[src/rtl/accel_pkg.sv]
// Shared definitions for the LeNet-5 tile array: command encodings, layer geometry
// and scheduler state types used by both the layer scheduler and the tile FSM.
package accel_pkg;

    typedef enum logic [1:0] {
        CAL_IDLE = 2'b00,
        CAL_FULL = 2'b01,
        CAL_PART = 2'b10
    } cal_e;

    typedef enum logic [2:0] {
        LAYER_NONE = 3'b000,
        LAYER_C1   = 3'b001,
        LAYER_S2   = 3'b010,
        LAYER_C3   = 3'b011,
        LAYER_S4   = 3'b100,
        LAYER_C5   = 3'b101
    } layer_e;

    typedef enum logic [2:0] {
        S_IDLE,
        S_ISSUE,
        S_WAIT,
        S_ADVANCE,
        S_DONE
    } sched_state_e;

    // Conv layers produce one PE-row-wide chunk per tile, pooling layers four columns.
    localparam int unsigned CONV_CHUNK = 5;
    localparam int unsigned POOL_CHUNK = 4;

    localparam int unsigned C1_MAPS = 6;
    localparam int unsigned C1_W    = 28;
    localparam int unsigned C1_CHUNK = CONV_CHUNK;
    localparam int unsigned S2_MAPS = 6;
    localparam int unsigned S2_W    = 14;
    localparam int unsigned S2_CHUNK = POOL_CHUNK;
    localparam int unsigned C3_MAPS = 16;
    localparam int unsigned C3_W    = 10;
    localparam int unsigned C3_CHUNK = CONV_CHUNK;
    localparam int unsigned S4_MAPS = 16;
    localparam int unsigned S4_W    = 5;
    localparam int unsigned S4_CHUNK = POOL_CHUNK;
    localparam int unsigned C5_MAPS = 120;
    localparam int unsigned C5_W    = 1;
    localparam int unsigned C5_CHUNK = CONV_CHUNK;

    typedef struct packed {
        logic [6:0] maps;
        logic [4:0] width;
        logic [2:0] chunk;
    } geom_t;

    typedef struct packed {
        layer_e     layer;
        logic [6:0] map;
        logic [4:0] row;
        logic [4:0] col;
    } tile_pos_t;

    typedef struct packed {
        logic       en_tf;
        cal_e       cal_state;
        layer_e     layer_state;
        logic [6:0] map_idx;
        logic [4:0] row_idx;
        logic [4:0] col_base;
        logic [2:0] valid_cols;
        logic       busy;
        logic       done;
    } sched_out_t;

    function automatic logic layer_last(input layer_e layer);
        return layer == LAYER_C5;
    endfunction

    function automatic layer_e layer_next(input layer_e layer);
        case (layer)
            LAYER_C1: return LAYER_S2;
            LAYER_S2: return LAYER_C3;
            LAYER_C3: return LAYER_S4;
            LAYER_S4: return LAYER_C5;
            default:  return LAYER_NONE;
        endcase
    endfunction

endpackage

[src/rtl/layer_scheduler_if.sv]
// Host/datapath handshake and tile-command bundle of the layer scheduler.
// master = host/datapath side, slave = scheduler side.
interface layer_scheduler_if;

    logic       start;
    logic       abort;
    logic       tile_done;
    logic       en_tf;
    logic [1:0] cal_state;
    logic [2:0] layer_state;
    logic [6:0] map_idx;
    logic [4:0] row_idx;
    logic [4:0] col_base;
    logic [2:0] valid_cols;
    logic       busy;
    logic       done;

    modport master (
        output start, abort, tile_done,
        input  en_tf, cal_state, layer_state, map_idx, row_idx, col_base,
               valid_cols, busy, done
    );

    modport slave (
        input  start, abort, tile_done,
        output en_tf, cal_state, layer_state, map_idx, row_idx, col_base,
               valid_cols, busy, done
    );

endinterface

[src/rtl/layer_geom_lut.sv]
// Combinational layer -> {output maps, map width/height, chunk width} lookup.
module layer_geom_lut
    import accel_pkg::*;
(
    input  layer_e layer,
    output geom_t  geom
);

    always_comb begin
        geom = '0;
        case (layer)
            LAYER_C1: geom = '{maps: 7'(C1_MAPS), width: 5'(C1_W), chunk: 3'(C1_CHUNK)};
            LAYER_S2: geom = '{maps: 7'(S2_MAPS), width: 5'(S2_W), chunk: 3'(S2_CHUNK)};
            LAYER_C3: geom = '{maps: 7'(C3_MAPS), width: 5'(C3_W), chunk: 3'(C3_CHUNK)};
            LAYER_S4: geom = '{maps: 7'(S4_MAPS), width: 5'(S4_W), chunk: 3'(S4_CHUNK)};
            LAYER_C5: geom = '{maps: 7'(C5_MAPS), width: 5'(C5_W), chunk: 3'(C5_CHUNK)};
            default:  geom = '0;
        endcase
    end

endmodule

[src/rtl/layer_scheduler.sv]
// LeNet-5 layer sequencer: walks C1..C5 over maps, rows and column chunks,
// issuing one tile command at a time and waiting for tile_done.
module layer_scheduler
    import accel_pkg::*;
#(
    parameter int unsigned ROWS = 5,
    parameter int unsigned COLS = 5
) (
    input logic              clk,
    input logic              rst_n,
    layer_scheduler_if.slave bus
);

    if (ROWS != CONV_CHUNK) begin : g_rows_check
        $error("layer_scheduler: ROWS must match the conv chunk width");
    end
    if (COLS != 5) begin : g_cols_check
        $error("layer_scheduler: COLS must be 5");
    end

    sched_state_e state_q;
    logic         pend_q;
    logic         last_q;
    tile_pos_t    pos_q;
    sched_out_t   out_q;

    geom_t        geom;
    logic [5:0]   col_end;
    logic         col_wrap;
    logic         row_wrap;
    logic         map_wrap;
    tile_pos_t    pos_nxt;
    logic         pos_last;
    sched_out_t   issue_out;

    layer_geom_lut u_geom (
        .layer (pos_q.layer),
        .geom  (geom)
    );

    always_comb begin
        col_end  = {1'b0, pos_q.col} + {3'b000, geom.chunk};
        col_wrap = col_end >= {1'b0, geom.width};
        row_wrap = pos_q.row == (geom.width - 5'd1);
        map_wrap = pos_q.map == (geom.maps - 7'd1);

        pos_nxt  = pos_q;
        pos_last = 1'b0;
        if (col_wrap) begin
            pos_nxt.col = '0;
            if (row_wrap) begin
                pos_nxt.row = '0;
                if (map_wrap) begin
                    pos_nxt.map   = '0;
                    pos_nxt.layer = layer_next(pos_q.layer);
                    pos_last      = layer_last(pos_q.layer);
                end else begin
                    pos_nxt.map = pos_q.map + 7'd1;
                end
            end else begin
                pos_nxt.row = pos_q.row + 5'd1;
            end
        end else begin
            pos_nxt.col = col_end[4:0];
        end

        issue_out             = '0;
        issue_out.en_tf       = 1'b1;
        issue_out.busy        = 1'b1;
        issue_out.layer_state = pos_q.layer;
        issue_out.map_idx     = pos_q.map;
        issue_out.row_idx     = pos_q.row;
        issue_out.col_base    = pos_q.col;
        if (col_end <= {1'b0, geom.width}) begin
            issue_out.cal_state  = CAL_FULL;
            issue_out.valid_cols = geom.chunk;
        end else begin
            issue_out.cal_state  = CAL_PART;
            issue_out.valid_cols = 3'(geom.width - pos_q.col);
        end
    end

    // Start is taken into pend_q first so the first command appears one cycle
    // after the accepting edge; pos_q is advanced on leaving WAIT so ADVANCE
    // can build the next command from settled counters.
    always_ff @(posedge clk or negedge rst_n) begin
        if (!rst_n) begin
            state_q <= S_IDLE;
            pend_q  <= 1'b0;
            last_q  <= 1'b0;
            pos_q   <= '0;
            out_q   <= '0;
        end else if (bus.abort && (state_q != S_IDLE || pend_q)) begin
            state_q <= S_IDLE;
            pend_q  <= 1'b0;
            last_q  <= 1'b0;
            pos_q   <= '0;
            out_q   <= '0;
        end else begin
            case (state_q)
                S_IDLE: begin
                    if (pend_q) begin
                        pend_q  <= 1'b0;
                        state_q <= S_ISSUE;
                        out_q   <= issue_out;
                    end else if (bus.start) begin
                        pend_q <= 1'b1;
                        pos_q  <= '{layer: LAYER_C1, map: '0, row: '0, col: '0};
                    end
                end
                S_ISSUE: begin
                    state_q <= S_WAIT;
                end
                S_WAIT: begin
                    if (bus.tile_done) begin
                        state_q         <= S_ADVANCE;
                        out_q.en_tf     <= 1'b0;
                        out_q.cal_state <= CAL_IDLE;
                        pos_q           <= pos_nxt;
                        last_q          <= pos_last;
                    end
                end
                S_ADVANCE: begin
                    if (last_q) begin
                        state_q    <= S_DONE;
                        last_q     <= 1'b0;
                        pos_q      <= '0;
                        out_q      <= '0;
                        out_q.done <= 1'b1;
                    end else begin
                        state_q <= S_ISSUE;
                        out_q   <= issue_out;
                    end
                end
                S_DONE: begin
                    state_q <= S_IDLE;
                    out_q   <= '0;
                end
                default: begin
                    state_q <= S_IDLE;
                    out_q   <= '0;
                end
            endcase
        end
    end

    assign bus.en_tf       = out_q.en_tf;
    assign bus.cal_state   = out_q.cal_state;
    assign bus.layer_state = out_q.layer_state;
    assign bus.map_idx     = out_q.map_idx;
    assign bus.row_idx     = out_q.row_idx;
    assign bus.col_base    = out_q.col_base;
    assign bus.valid_cols  = out_q.valid_cols;
    assign bus.busy        = out_q.busy;
    assign bus.done        = out_q.done;

endmodule

[src/flat_wrapper.sv]
// flat-port wrapper written by rule: the top's interface ports become plain ports
module layer_scheduler_flat import accel_pkg::*;
#(
    parameter int unsigned ROWS = 5,
    parameter int unsigned COLS = 5
)
  (clk, rst_n, bus_start, bus_abort, bus_tile_done, bus_en_tf, bus_cal_state, bus_layer_state, bus_map_idx, bus_row_idx, bus_col_base, bus_valid_cols, bus_busy, bus_done);
  layer_scheduler_if bus_i ();
  input logic clk;
  input logic rst_n;
  input wire logic [$bits(bus_i.start)-1:0] bus_start;
  input wire logic [$bits(bus_i.abort)-1:0] bus_abort;
  input wire logic [$bits(bus_i.tile_done)-1:0] bus_tile_done;
  output wire logic [$bits(bus_i.en_tf)-1:0] bus_en_tf;
  output wire logic [$bits(bus_i.cal_state)-1:0] bus_cal_state;
  output wire logic [$bits(bus_i.layer_state)-1:0] bus_layer_state;
  output wire logic [$bits(bus_i.map_idx)-1:0] bus_map_idx;
  output wire logic [$bits(bus_i.row_idx)-1:0] bus_row_idx;
  output wire logic [$bits(bus_i.col_base)-1:0] bus_col_base;
  output wire logic [$bits(bus_i.valid_cols)-1:0] bus_valid_cols;
  output wire logic [$bits(bus_i.busy)-1:0] bus_busy;
  output wire logic [$bits(bus_i.done)-1:0] bus_done;
  assign bus_i.start = bus_start;
  assign bus_i.abort = bus_abort;
  assign bus_i.tile_done = bus_tile_done;
  assign bus_en_tf = bus_i.en_tf;
  assign bus_cal_state = bus_i.cal_state;
  assign bus_layer_state = bus_i.layer_state;
  assign bus_map_idx = bus_i.map_idx;
  assign bus_row_idx = bus_i.row_idx;
  assign bus_col_base = bus_i.col_base;
  assign bus_valid_cols = bus_i.valid_cols;
  assign bus_busy = bus_i.busy;
  assign bus_done = bus_i.done;
  layer_scheduler #(.ROWS(ROWS), .COLS(COLS)) u_core (.clk(clk), .rst_n(rst_n), .bus(bus_i));
endmodule
[config.mk]
export PLATFORM = sky130hd
export DESIGN_NAME = layer_scheduler_flat
export DESIGN_NICKNAME = d
export VERILOG_FILES = /design/src/rtl/accel_pkg.sv /design/src/rtl/layer_scheduler_if.sv /design/src/rtl/layer_geom_lut.sv /design/src/rtl/layer_scheduler.sv /design/src/flat_wrapper.sv
export SDC_FILE = /design/constraint.sdc
export NUM_CORES = 1
export LEC_CHECK = 0
export ABC_AREA = 1
export CORE_MARGIN = 2
export CORE_UTILIZATION = 57
export DETAILED_ROUTE_END_ITERATION = 8
export PLACE_DENSITY = 0.79
export SLEW_MARGIN = 10
export SYNTH_ARGS = -nofsm -noshare
export SYNTH_HDL_FRONTEND = slang
export SYNTH_SLANG_ARGS = --single-unit
[constraint.sdc]
create_clock -name clk -period 4.66 [get_ports clk]
set_input_delay 1.165 -clock clk [delete_from_list [all_inputs] [get_ports clk]]
set_output_delay 1.165 -clock clk [all_outputs]
set_load 0.005 [all_outputs]
Word-level counts from Yosys, hierarchy flattened. Cells that the tools add are included.

Reduce and logical (&&, ||, !) cells: 16. Order comparisons: 2. Muxes and demuxes: 37. Equality and inequality tests: 20. Add/sub/neg operators: 6.

Operators by type and width (count): 20-bit 2-to-1 mux (5); 28-bit 2-to-1 mux (3); 15-bit one-hot mux with 5 select lines (1); 25-bit one-hot mux with 3 select lines (1); 20-bit one-hot mux with 3 select lines (1); 3-bit one-hot mux with 4 select lines (3); 3-bit 2-to-1 mux (7); 15-bit 2-to-1 mux (1); 3-bit by 1-bit inequality test with 1-bit output, second input constant (5); 3-bit by 2-bit == test with 1-bit output, second input constant (4); 10-bit 2-to-1 mux (1); 5-bit 2-to-1 mux (2); 1-bit 2-to-1 mux (9); 8-bit AND reduction (1); 7-bit by 1-bit adder with 7-bit output, second input constant (1); 7-bit == test (1); 7-bit 2-to-1 mux (1); 7-bit AND reduction (1); 7-bit by 1-bit subtractor with 7-bit output, second input constant (1); 5-bit by 3-bit adder with 6-bit output (1); 3-bit by 1-bit == test with 1-bit output, second input constant (2); 3-bit == test, second input constant (2); 6-bit by 5-bit greater-or-equal comparator with 1-bit output (1); 6-bit by 5-bit <= comparator with 1-bit output (1); 20 further kinds (25).

Register bits after elaboration: 53. Output and inout bits: 28.

Logic depth before layout (Yosys ltp). Gate-level depths: netlist of run 1.

Word-level depth: 10. Mapped depth: 26. Gate-level depth less buffers: 25.

Cells and area by module. Synthesis of run 1 repeated with hierarchy kept, for this count alone.

Cells, all modules: 461. Area, all modules: 3398.3 sq um.

By module, submodules not included: layer_scheduler (area each 3259.4 sq um, cells an instance 433, times used 1, seq. area each 1326.3 sq um); layer_geom_lut (area each 138.9 sq um, cells an instance 28, times used 1, seq. area each 0.0 sq um).

Worst setup path after synthesis of run 1. OpenSTA, ideal clock, no wires.

Path type: reg-to-reg. Start: reg u_core.pos_q (netlist bit u_core.issue_out[24]). End: reg u_core.pos_q (netlist bit u_core.issue_out[13]). Arrival time: 3229 ps. Path buffers: 2. Stages on the path, launching flop included: 26. Period minus slack after synthesis: 3347 ps. Slack: 1313 ps. Cells stage by stage: dfrtp_1 > buf_4 > nor2_1 > inv_1 > ha_1 > nand2_4 > o211ai_1 > inv_1 > ha_1 > ha_1 > nand2_1 > a21oi_1 > xor2_1 > ha_1 > nand2_1 > nor2_1 > o21ai_0 > nand3_1 > nor2_1 > nand2_1 > nor2_2 > nor2_2 > buf_6 > nand2_1 > xor2_1 > nor2_1.

Cells in the longest elaborated chain, start to end: 9.

Ends and longest elaborated chain: start: declaration (RTL line layer_scheduler.sv:24) `tile_pos_t pos_q;`; start signal: assignment (RTL line layer_scheduler.sv:108) `pos_q <= '{layer: LAYER_C1, map: '0, row: '0, col: '0};`; start signal: assignment (RTL line layer_scheduler.sv:119) `pos_q <= pos_nxt;`; 3-bit == test (tied with other cells) (RTL line layer_geom_lut.sv:11) `case (layer)`; 15-bit one-hot mux with 5 select lines (*) (RTL line layer_geom_lut.sv:11); 5-bit by 1-bit subtractor with 5-bit output (RTL line layer_scheduler.sv:44) `row_wrap = pos_q.row == (geom.width - 5'd1);`; 5-bit == test (RTL line layer_scheduler.sv:44); 5-bit 2-to-1 mux (RTL line layer_scheduler.sv:51) `if (row_wrap) begin`; 15-bit 2-to-1 mux (RTL line layer_scheduler.sv:49) `if (col_wrap) begin`; 20-bit 2-to-1 mux (RTL line layer_scheduler.sv:115) `if (bus.tile_done) begin`; 20-bit one-hot mux with 3 select lines (RTL line layer_scheduler.sv:100) `case (state_q)`; 20-bit 2-to-1 mux (RTL line layer_scheduler.sv:93) `end else if (bus.abort && (state_q != S_IDLE || pend_q)) begin`.

Mark *: on every way between the ends. The rest lies on a longest branch, timed or not. The select of a mux whose other input is x is not followed. A chain may end at the register's enable or synchronous reset.

Worst setup path in the final report of run 1. Ends and elaborated chain as after synthesis.

==> metrics.cfg, run 1 <==
[placed_design]
place_hpwl_mm = 5.15
gp_congestion = 0.880
place_ws_ns = 0.890
io_buffers = 32
placed_area_um2 = 3490
placed_cells = 484

[layout]
final_area_um2 = 3580
fin_cells = 491
area_delta_synth_final_pct = 14.2
num-fill-cells = 431
antenna_cells = 0
utilization = 0.687
drive_gt1_frac = 0.0879
final_nets = 441

[power_and_ir_drop]
netSwitchingPower_mw = 0.970
p_leak_nw = 1.76
power_frac_clock = 0.135
power_mw = 1.97
pwr-share-comb = 0.565
ir_drop_mv = 0.313
power_density_nw_per_um2 = 552
p_seq_frac = 0.300
swShare = 0.492
p_int_mw = 1.00

[route]
firstDrtPassIters = 4
drt_wl_total_mm = 6.84
ant_nets = 0
drc = 0
drt_iter0_drc = 191
num_vias = 2727
wl_per_cell_um = 13.9
via_per_inst = 5.55

[floorplan]
num_io_pins = 33
rows = 26
start_util = 0.601
dieArea_um2 = 6100
design.core.area_um2 = 5200
die_h_um = 78.1
die_w_um = 78.1

[timing]
worstMarginPinSlew_ns = 0.877
hold_violations = 0
setup_viol = 0
post-route-min-period_ns = 3.87
fin_crit_sh = 0.830
slew_headroom = 0.414
whs_ns = 0.487
finClkSkew_ns = 0.00552
timing.fmax_ghz = 0.258
finalMaxSlewViolations = 0
rsz0062_at_grt = false
tns_ns = 0
finalWorstSetupSlack_ns = 0.791

[clock_tree]
clk_latency_ns = 0.30
cts_tree = yes
cts_resized = 0
htree_levels = 2
cts_buffers = 5
clockRootBuffer = clkbuf_8
hold_buffers = 0
cts_setup_buffers = 0
clk_path_buf_depth = 2
clk_pin_slew_worst_paths_ns = 0.09
cts_num_sinks = 53

[global_route]
grt_pass1_vias = 2550
grt_max_degree = 54
grt-ovfl-total = 0
grt_pass1_wl_mm = 12.2
grtUsageTotal = 0.249
antenna_found_initial = 0

[synthesis]
synthCells = 389
synth_area_per_cell_um2 = 8.05
synth_fp_nets = 409
synth_warnings = 0
yosysUniqueCellTypes = 34
synth.largest_area_cell = dfrtp_1
syn_area_um2 = 3130
synth_top_area_frac = 0.424
yosys-top-cells-area = dfrtp_1 (42%), nand2_1 (11%), inv_1 (6.7%)
ys_seq_elements = 53
ys_seq_area_frac = 0.424

[setup_path]
arrival_ns = 4.11
crit_path_end_kind = flop
cp_slowest_stage_delay_ns = 0.51
critPathMaxFanout = 15
cp_slowest_cell = dfrtp_1
worstPathBufferInverterCount = 3
start_kind = flop
critPathTopFamily = simple AND/OR/NAND/NOR gates
cp_cell_sequence = nor2_1, inv_1, ha_1, nand2_4, o211ai_1, inv_1, ha_1, ha_1, nand2_1, a21oi_1, xor2_1, ha_1, nand2_1, nor2_1, o21ai_0, nand3_1, nor2_1, nand2_1, nor2_2, nor2_2, nand2_4, inv_1, nor2_1
worstPathRequired_ns = 4.90
path_class = reg -> reg

[status]
status = complete, no violations

[hold_path]
worstHoldPathType = reg -> reg

[job]
drv_cap = 0

-- metal layers --
layer / share of wire / track usage / vias up
li1: - / - / 1322
met1: 0.48 / 0.374 / 1299
met2: 0.45 / 0.366 / 93
met3: 0.057 / 0.0448 / 13
met4: 0.017 / 0.0807 / 0
met5: 0 / 0 / -
-- flip-flops by register name (all words and copies together) (netlist names) --
| register | cells |
|---|---|
| u_core.bus.col_base | 5 |
| u_core.state_q | 3 |
| u_core.issue_out | 20 |
| u_core.bus.row_idx | 5 |
| u_core.bus.layer_state | 3 |
| u_core.bus.busy | 1 |
| u_core.last_q | 1 |
| u_core.bus.en_tf | 1 |
| u_core.bus.valid_cols | 3 |
| u_core.bus.done | 1 |
| u_core.bus.map_idx | 7 |
| u_core.bus.cal_state | 2 |
| u_core.pend_q | 1 |
-- cell usage in the layout, fill, tap and decap left out, types with 2 or more instances in the layout --
master / Yosys / final
nand3_1: 31 / 31
clkdlybuf4s50_1: 0 / 31
o21ai_0: 32 / 32
nand2_1: 89 / 89
xnor2_1: 3 / 3
clkbuf_8: 0 / 6
ha_1: 14 / 14
nor2_2: 4 / 4
nand4_1: 13 / 13
o211ai_1: 3 / 3
inv_2: 2 / 2
a21oi_1: 6 / 6
nor2_1: 22 / 22
o21ai_2: 7 / 7
nor3_1: 6 / 6
buf_4: 2 / 2
xor2_1: 12 / 12
inv_1: 56 / 56
nand2_2: 4 / 4
nand2_4: 4 / 4
o21ai_1: 7 / 7
dfrtp_1: 53 / 53
-- area by class of cell --
type                    count  area [um^2]  share of cell area
clock buffers               6         82.6              0.0231
inverters                  60          228              0.0637
well taps                  70         87.6              0.0245
flip-flops and latches     53         1330               0.371
multi-input cells         267         1510               0.423
repair buffers             34          330              0.0924
clock inverters             1         7.51             0.00210
-- cells in the mapped netlist --
library cell / n
nor3_4: 1
nand3_4: 1
o211ai_1: 3
buf_4: 2
buf_2: 5
o21ai_1: 7
a2111oi_0: 1
nand2_4: 4
a21o_1: 1
nor2_4: 1
nor2_1: 22
nor2_2: 4
nand4_1: 13
xnor2_1: 3
nor4_1: 1
nand2_1: 89
inv_1: 56
o21ai_2: 7
nand3_2: 1
fa_1: 1
xor2_1: 12
nand3_1: 31
ha_1: 14
a31oi_1: 1
dfrtp_1: 53
inv_2: 2
o21ai_0: 32
nand2_2: 4
inv_4: 1
nor3_1: 6
clkinv_1: 1
a21oi_1: 6
o21ai_4: 1
buf_6: 2
-- cell families after synthesis --
group	synth area share
buffers and inverters	0.0927
adder cells (fa/ha/maj)	0.0624
XOR/XNOR	0.0420
AND/OR/NAND/NOR	0.268
AO/OA/AOI/OAI	0.111
flip-flops	0.424
-- power by group through the flow --
stage               Sequential [mW]  Combinational [mW]  Clock (mW)
floorplan                     0.583               0.875           0
finish                        0.592                1.12       0.266
CTS                           0.591                1.11       0.271
global placement              0.596                1.07           0
detailed placement            0.600                1.10           0
global route                  0.602                1.26       0.293
-- final timing paths --
kind | slack, ns | cells after the start | end | startpoint
min | 0.49 | 2 | u_core.bus.valid_cols[0] | u_core.bus.valid_cols[0]
max reg2reg | 0.79 | 23 | u_core.issue_out[13] | u_core.issue_out[24]
min reg2reg | 0.49 | 2 | u_core.bus.valid_cols[0] | u_core.bus.valid_cols[0]
max in group asynchronous | 3.26 | 2 | u_core.issue_out[10] | rst_n
max | 0.79 | 23 | u_core.issue_out[13] | u_core.issue_out[24]
min in group asynchronous | 0.96 | 2 | u_core.bus.col_base[4] | rst_n
-- worst min-delay path, delay by kind of cell (launching register included) --
kind / cells / cell delay [ns]
flops: 1 / 0.35
simple gates: 2 / 0.10
No activity file was read; power rests on OpenSTA's default activity.
==> run 2: changes to the inputs <==
--- a/config.mk
+++ b/config.mk
@@ -7,9 +7,9 @@
 export LEC_CHECK = 0
 export ABC_AREA = 1
 export CORE_MARGIN = 2
-export CORE_UTILIZATION = 57
+export CORE_UTILIZATION = 51
 export DETAILED_ROUTE_END_ITERATION = 8
-export PLACE_DENSITY = 0.79
+export PLACE_DENSITY = 0.75
 export SLEW_MARGIN = 10
 export SYNTH_ARGS = -nofsm -noshare
 export SYNTH_HDL_FRONTEND = slang
==> constraint.sdc (replaced) <==
create_clock -name clk -period 3.31 [get_ports clk]
set_input_delay 0.8275 -clock clk [delete_from_list [all_inputs] [get_ports clk]]
set_output_delay 0.8275 -clock clk [all_outputs]
set_load 0.005 [all_outputs]
==> run 2 against run 1 <==
Net effect: register-to-register slack worse by 0.67 ns; combinational power up 100%; first-iteration DRC count down 13%; sequential cell count unchanged; critical path depth down 1; non-clock buffer count up 23; final area up 9.8%; cell count up 5.9%; power up 75%; highest routed layer unchanged; largest power group unchanged; clock power up 42%; global-route usage down 1.5 points.
==> metrics.cfg, run 2 (same netlist as run 1, synthesis figures left out) <==
[timing]
setup_viol = 0  ; unchanged
finalWorstSetupSlack_ns = 0.117  ; -0.674 ns
post-route-min-period_ns = 3.19  ; -0.676 ns
hold_violations = 0  ; unchanged
rsz0062_at_grt = true
fin_crit_sh = 0.965  ; +0.134
worstMarginPinSlew_ns = 0.518  ; -0.359 ns
timing.fmax_ghz = 0.313  ; +21%
finalMaxSlewViolations = 0  ; unchanged
finClkSkew_ns = 0.0100  ; +0.00449 ns
slew_headroom = 0.652  ; +0.237

[layout]
drive_gt1_frac = 0.196  ; +0.108
area_delta_synth_final_pct = 25.4
final_nets = 465  ; +5.4%
multiInputGateArea_um2 = 1660  ; +9.8%
antenna_cells = 0  ; unchanged
utilization = 0.663  ; -0.0239
num-fill-cells = 469  ; +8.8%
layout_common_cells = nand2_1 (78), inv_1 (53), dfrtp_1 (52)
largest_register_ffs = 20  ; unchanged
seqCellArea_um2 = 1330  ; about the same
final_common_cell = nand2_1

[global_route]
use_met1 = 0.308  ; -0.0654
grt_pass1_vias = 2718  ; +6.6%
top_usage_layer = met2
met3_usage = 0.0424  ; -0.00244
grt_pass1_wl_mm = 12.2  ; -0.29%
grtUsageTotal = 0.234  ; -0.0153
grt-ovfl-total = 0  ; unchanged
antenna_found_initial = 0  ; unchanged
grt_max_degree = 54  ; unchanged
use_met2 = 0.390  ; +0.0231

[setup_path]
start_kind = flop
cp_cell_sequence = nor2_4, inv_2, ha_4, nand2_4, o211ai_1, inv_1, ha_4, ha_4, nand2_2, a21oi_2, xor2_1, ha_1, nand2_1, nor2_1, nand4_1, nand2_2, nor2_4, nor2_4, buf_6, nand2_8, nand2_1, o21ai_2
worstPathRequired_ns = 3.52  ; -1.38 ns
cp_slowest_cell = dfrtp_2
crit_path_end_kind = flop
worstPathBufferInverterCount = 3  ; unchanged
arrival_ns = 3.40  ; -0.71 ns
worst-path-stages = 22  ; -4.3%
critPathCapture = u_core.issue_out[19]
critPathMaxFanout = 8  ; -7
cp_slowest_stage_delay_ns = 0.46  ; -0.05 ns
reg2reg_slack_ns = 0.12  ; -0.67 ns
critPathTopFamily = simple AND/OR/NAND/NOR gates
path_class = reg -> reg
timing.rr.start = u_core.issue_out[24]
rr_worst_depth = 22  ; -4.3%
startpoint = u_core.issue_out[24]
rr_endpoint = u_core.issue_out[19]

[route]
drt_iter0_drc = 167  ; -13%
drc = 0  ; unchanged
wl_per_cell_um = 14.6  ; +5.0%
via_per_inst = 5.44  ; -2.0%
ant_nets = 0  ; unchanged
firstDrtPassIters = 7  ; +3
num_vias = 2831  ; +3.8%
drt_wl_total_mm = 7.61  ; +11%

[power_and_ir_drop]
power_mw = 3.45  ; +75%
power_density_nw_per_um2 = 877  ; +59%
swShare = 0.475  ; -0.0166
ir_drop_mv = 0.400  ; +28%
p_seq_frac = 0.239  ; -0.061
pwr-share-comb = 0.651  ; +0.086
power_frac_clock = 0.110  ; -0.025
p_leak_nw = 1.89  ; +7.2%
p_int_mw = 1.81  ; +80%
netSwitchingPower_mw = 1.64  ; +69%

[floorplan]
die_h_um = 82.3  ; +5.4%
die_w_um = 82.3  ; +5.4%
dieArea_um2 = 6780  ; +11%
start_util = 0.529  ; -0.0727
num_io_pins = 33  ; unchanged
design.core.area_um2 = 5920  ; +14%
rows = 28  ; +7.7%

[status]
status = complete, no violations

[clock_tree]
htree_levels = 2  ; unchanged
clk_latency_ns = 0.31  ; about the same
clk_path_buf_depth = 2  ; unchanged
cts_tree = yes
clockRootBuffer = clkbuf_8
hold_buffers = 0  ; unchanged
cts_buffers = 5  ; unchanged
cts_num_sinks = 53  ; unchanged
clk_pin_slew_worst_paths_ns = 0.10  ; about the same

[placed_design]
place_ws_ns = -0.126  ; -1.02 ns
place_hpwl_mm = 5.24  ; +1.8%
gp_congestion = 0.879  ; -0.11%
io_buffers = 32  ; unchanged

[hold_path]
worstHoldPathType = reg -> reg

[job]
drv_cap = 0  ; unchanged

## run 2: changes by cell type in the layout (fill, tap and decap cells not counted), moves of 3 or more
cell,previous run,this run
buf_4,2,22
nand2_1,89,78
nand2_2,4,15
ha_1,14,10
ha_4,0,4
inv_1,56,53
nor2_1,22,19
nor2_4,1,4
o21ai_0,32,29
## run 2: how the worst min path moves through the flow
stage / cells past startpoint / slack, ns / from / endpoint
6_report: 2 / 0.48 / u_core.bus.valid_cols[0] / u_core.bus.valid_cols[0]
5_1_grt: 2 / 0.51 / u_core.bus.busy / u_core.bus.busy
4_1_cts: 2 / 0.49 / u_core.bus.col_base[4] / u_core.bus.col_base[4]
3_5_place_dp: 2 / 0.47 / u_core.bus.col_base[4] / u_core.bus.col_base[4]
3_3_place_gp: 2 / 0.46 / u_core.bus.busy / u_core.bus.busy
2_1_floorplan: 2 / 0.47 / u_core.bus.valid_cols[0] / u_core.bus.valid_cols[0]
## run 2: routing by layer
layer,routed length [um],part of all wire,up-vias
met3,429,0.056,12
li1,-,-,1367
met1,3390,0.44,1358
met4,110,0.014,0
met2,3690,0.48,94
met5,0,0,-
## run 2: worst register-to-register path, stage by stage, from the launching register on
cell      delay [ns]
dfrtp_2         0.46
nor2_4          0.13
inv_2           0.06
ha_4            0.16
nand2_4         0.06
o211ai_1        0.07
inv_1           0.11
ha_4            0.15
ha_4            0.13
nand2_2         0.06
a21oi_2         0.13
xor2_1          0.10
ha_1            0.31
nand2_1         0.06
nor2_1          0.11
nand4_1         0.18
nand2_2         0.16
nor2_4          0.05
nor2_4          0.20
buf_6           0.16
nand2_8         0.08
nand2_1         0.11
o21ai_2         0.05
## run 2: cell type report
type	instances	share of cell area
Clock inverter	1	0.00191
Clock buffer	6	0.0210
Multi-Input combinational cell	268	0.423
Tap cell	75	0.0239
Sequential cell	53	0.338
Inverter	60	0.0586
Timing Repair Buffer	57	0.133
## run 2: through the flow
| step | cells | cell area (um^2) | TNS [ns] | hold slack [ns] |
|---|---|---|---|---|
| global placement | 504 | 3620 | 0 | 0.463 |
| finish | 520 | 3930 | 0 | 0.482 |
| floorplan | 389 | 3140 | 0 | 0.473 |
| global route | 520 | 3930 | -1.06 | 0.513 |
| detailed placement | 504 | 3620 | -0.701 | 0.471 |
| CTS | 517 | 3850 | 0 | 0.494 |
## run 2: power groups by stage
stage | sequential [mW] | clock [mW] | combinational, mW
2_1_floorplan | 0.821 | 0 | 1.25
3_3_place_gp | 0.828 | 0 | 1.72
3_5_place_dp | 0.831 | 0 | 1.78
4_1_cts | 0.820 | 0.384 | 2.01
5_1_grt | 0.836 | 0.410 | 2.45
6_report | 0.823 | 0.378 | 2.24
## run 2: timing repair
action / in CTS / in global routing
endpoints found under the setup margin: 11 / 25
buffers inserted: 6 / 5
resized for setup: 16 / 23
pin swaps: 9 / 15
gates cloned: 1 / 0
==> run 3: changes to the inputs <==
--- a/config.mk
+++ b/config.mk
@@ -5,7 +5,6 @@
 export SDC_FILE = /design/constraint.sdc
 export NUM_CORES = 1
 export LEC_CHECK = 0
-export ABC_AREA = 1
 export CORE_MARGIN = 2
 export CORE_UTILIZATION = 51
 export DETAILED_ROUTE_END_ITERATION = 8
==> run 3 against run 2 <==
Net effect: the flow now finishes with violations (negative setup slack); sequential cell count unchanged; worst hold slack improved by 0.0061 ns; non-clock buffer count increased by 7; final area rose by 0.73%; largest cell class unchanged; clock-buffer cell count is the same; global-route usage is 0.93 points lower; clock skew about the same; critical path depth down 4; synthesized cell count is 21% lower.
==> metrics.cfg, run 3 <==
[setup_path]
critPathMaxFanout = 8  ; unchanged
path_class = reg -> reg
crit_top_cell = nor2_1
cp_slowest_cell = dfrtp_2
critPathTopFamily = simple AND/OR/NAND/NOR gates
crit_path_end_kind = flop
cp_slowest_stage_delay_ns = 0.43  ; -0.03 ns
arrival_ns = 3.68  ; +0.28 ns
start_kind = flop
worstPathRequired_ns = 3.57  ; +0.05 ns
cp_cell_sequence = buf_6, nand2b_4, ha_4, and2_4, nor2_4, nor2_1, nor2_1, ha_2, a31o_2, xor2_1, ha_1, buf_4, nand3_4, o2111ai_4, and3_4, nand2_4, or4_1, a21oi_1
worstPathBufferInverterCount = 2  ; -1

[route]
wl_per_cell_um = 16.5  ; +12%
drt_wl_total_mm = 7.21  ; -5.3%
via_per_inst = 5.88  ; +8.0%
num_vias = 2575  ; -9.0%
drt_iter0_drc = 94  ; -44%
ant_nets = 0  ; unchanged
drc = 0  ; unchanged
firstDrtPassIters = 4  ; -3

[synthesis]
ys.flop_type = dfrtp_1
synth_area_per_cell_um2 = 10.0  ; +25%
synthCells = 308  ; -21%
synth_fp_nets = 328  ; -20%
ys_seq_elements = 53  ; unchanged
yosysMostFrequentCell = dfrtp_1
synth_warnings = 0  ; unchanged
syn_area_um2 = 3090  ; -1.4%
yosysUniqueCellTypes = 61  ; +79%
synth_edf_count = 0  ; unchanged
synth_top_area_frac = 0.429  ; +0.00584
synth_common_cells = dfrtp_1 (53), a22o_1 (31), nor2_1 (19), nand2_1 (17), nand3_1 (16)
ys_seq_area_frac = 0.429  ; +0.00584
synth.largest_area_cell = dfrtp_1
synthArstFlopShare = 1.00  ; unchanged
yosys-top-cells-area = dfrtp_1 (43%), a22o_1 (8.8%), ha_1 (5.7%)

[layout]
area_delta_synth_final_pct = 28.1
antenna_cells = 0  ; unchanged
layout_common_cells = dfrtp_1 (52), a22o_1 (31), clkdlybuf4s50_1 (31)
final_common_cell = dfrtp_1
final_nets = 382  ; -18%
largest_register_ffs = 20  ; unchanged
final_area_um2 = 3960  ; +0.73%
drive_gt1_frac = 0.215  ; +0.0194

[floorplan]
start_util = 0.525  ; -0.00408
rows = 28  ; unchanged
die_h_um = 81.8  ; -0.65%
design.core.area_um2 = 5890  ; -0.59%
dieArea_um2 = 6690  ; -1.3%
num_io_pins = 33  ; unchanged
die_w_um = 81.8  ; -0.65%

[placed_design]
gp_congestion = 0.831  ; -5.5%
place_hpwl_mm = 4.90  ; -6.6%
placed_area_um2 = 3670  ; +1.4%
io_buffers = 32  ; unchanged

[global_route]
grtUsageTotal = 0.225  ; -0.00925
grt_pass1_vias = 2391  ; -12%
grt-ovfl-total = 0  ; unchanged
grt_pass1_wl_mm = 11.6  ; -4.9%
grt_max_degree = 54  ; unchanged
antenna_found_initial = 0  ; unchanged

[timing]
worstMarginPinSlew_ns = 1.12  ; +0.599 ns
finalWorstSetupSlack_ns = -0.108  ; -0.225 ns
rsz0062_at_grt = true
fin_crit_sh = 1.03  ; +0.0679
finClkSkew_ns = 0.0101  ; +0.000112 ns
finalMaxSlewViolations = 0  ; unchanged
slew_headroom = 0.254  ; -0.397
setup_viol = 12  ; +12
timing.fmax_ghz = 0.293  ; -6.6%
post-route-min-period_ns = 3.42  ; +0.225 ns
hold_violations = 0  ; unchanged
whs_ns = 0.489  ; +0.00610 ns

[clock_tree]
clockRootBuffer = clkbuf_8
clk_path_buf_depth = 2  ; unchanged
clk_latency_ns = 0.32  ; about the same
cts_buffers = 5  ; unchanged
htree_levels = 2  ; unchanged
cts_tree = yes
clk_pin_slew_worst_paths_ns = 0.10  ; about the same
cts_num_sinks = 53  ; unchanged

[status]
status = finished, violations left
violations = negative setup slack

[power_and_ir_drop]
power_density_nw_per_um2 = 702  ; -20%
ir_drop_mv = 0.541  ; +35%
p_leak_nw = 1.77  ; -6.3%

[hold_path]
worstHoldPathType = reg -> reg

[job]
drv_cap = 0  ; unchanged

[run 3: final timing paths]
path                                      start                endpoint  slack, ns  cells after the start
max                        u_core.issue_out[23]    u_core.issue_out[20]      -0.11                     18
min                             u_core.bus.busy         u_core.bus.busy       0.49                      1
max reg2reg                u_core.issue_out[23]    u_core.issue_out[20]      -0.11                     18
min reg2reg                     u_core.bus.busy         u_core.bus.busy       0.49                      1
max in group asynchronous                 rst_n    u_core.issue_out[23]       2.22                      2
min in group asynchronous                 rst_n  u_core.bus.col_base[4]       0.62                      2
[run 3: area by class of cell]
| type | instances | area, um^2 |
|---|---|---|
| Clock inverter | 2 | 13.8 |
| Fill cell | 448 | 1930 |
| Clock buffer | 6 | 82.6 |
| Sequential cell | 53 | 1330 |
| Inverter | 10 | 37.5 |
| Tap cell | 75 | 93.8 |
| Timing Repair Buffer | 64 | 567 |
| Multi-Input combinational cell | 228 | 1830 |
[run 3: kinds of logic after synthesis]
kind of cell | synth area share
fa+ha+maj | 0.0632
mux | 0.00972
flops | 0.429
xor+xnor | 0.0397
simple gates | 0.182
buf+inv | 0.0377
compound gates | 0.238
[run 3: per-stage QoR]
step	total power [mW]	utilization	cells	TNS, ns	setup slack (ns)
6_report	2.78	0.672	438	-0.504	-0.108
5_1_grt	2.98	0.672	438	-3.29	-0.245
4_1_cts	2.64	0.654	434	-0.0778	-0.0523
3_5_place_dp	2.20	0.624	420	-0.713	-0.130
3_3_place_gp	2.17	0.624	420	-0.106	-0.0557
2_1_floorplan	1.77	-	308	-2.58	-0.308
[run 3: layer usage]
metal,GRT usage,share of wire,up-vias,routed length [um]
met1,0.324,0.48,1259,3450
met5,0,0,-,0
met3,0.0407,0.033,14,235
met4,0.0700,0.022,0,161
met2,0.342,0.47,55,3360
li1,-,-,1247,-
[run 3: timing repair]
| action | in CTS | in global routing |
|---|---|---|
| pin swaps | 5 | 5 |
| resized for setup | 7 | 20 |
| hold buffers | 0 | 0 |
| endpoints found under the setup margin | 16 | 26 |
| gates cloned | 0 | 0 |
| endpoints found under the hold margin | 0 | 0 |
| buffers inserted | 7 | 4 |
[run 3: where the power goes]
part / internal, mW / switching [mW] / leakage, nW
Clock: 0.170 / 0.222 / 0.0512
Sequential: 0.727 / 0.102 / 0.727
Combinational: 0.686 / 0.870 / 0.991
[run 3: worst reg2reg max path: cells and delay by family, from the launching register on]
family | cells | cell delay, ns
xor+xnor | 1 | 0.15
compound gates | 3 | 0.61
simple gates | 9 | 1.22
buf+inv | 2 | 0.27
fa+ha+maj | 3 | 0.69
flops | 1 | 0.43
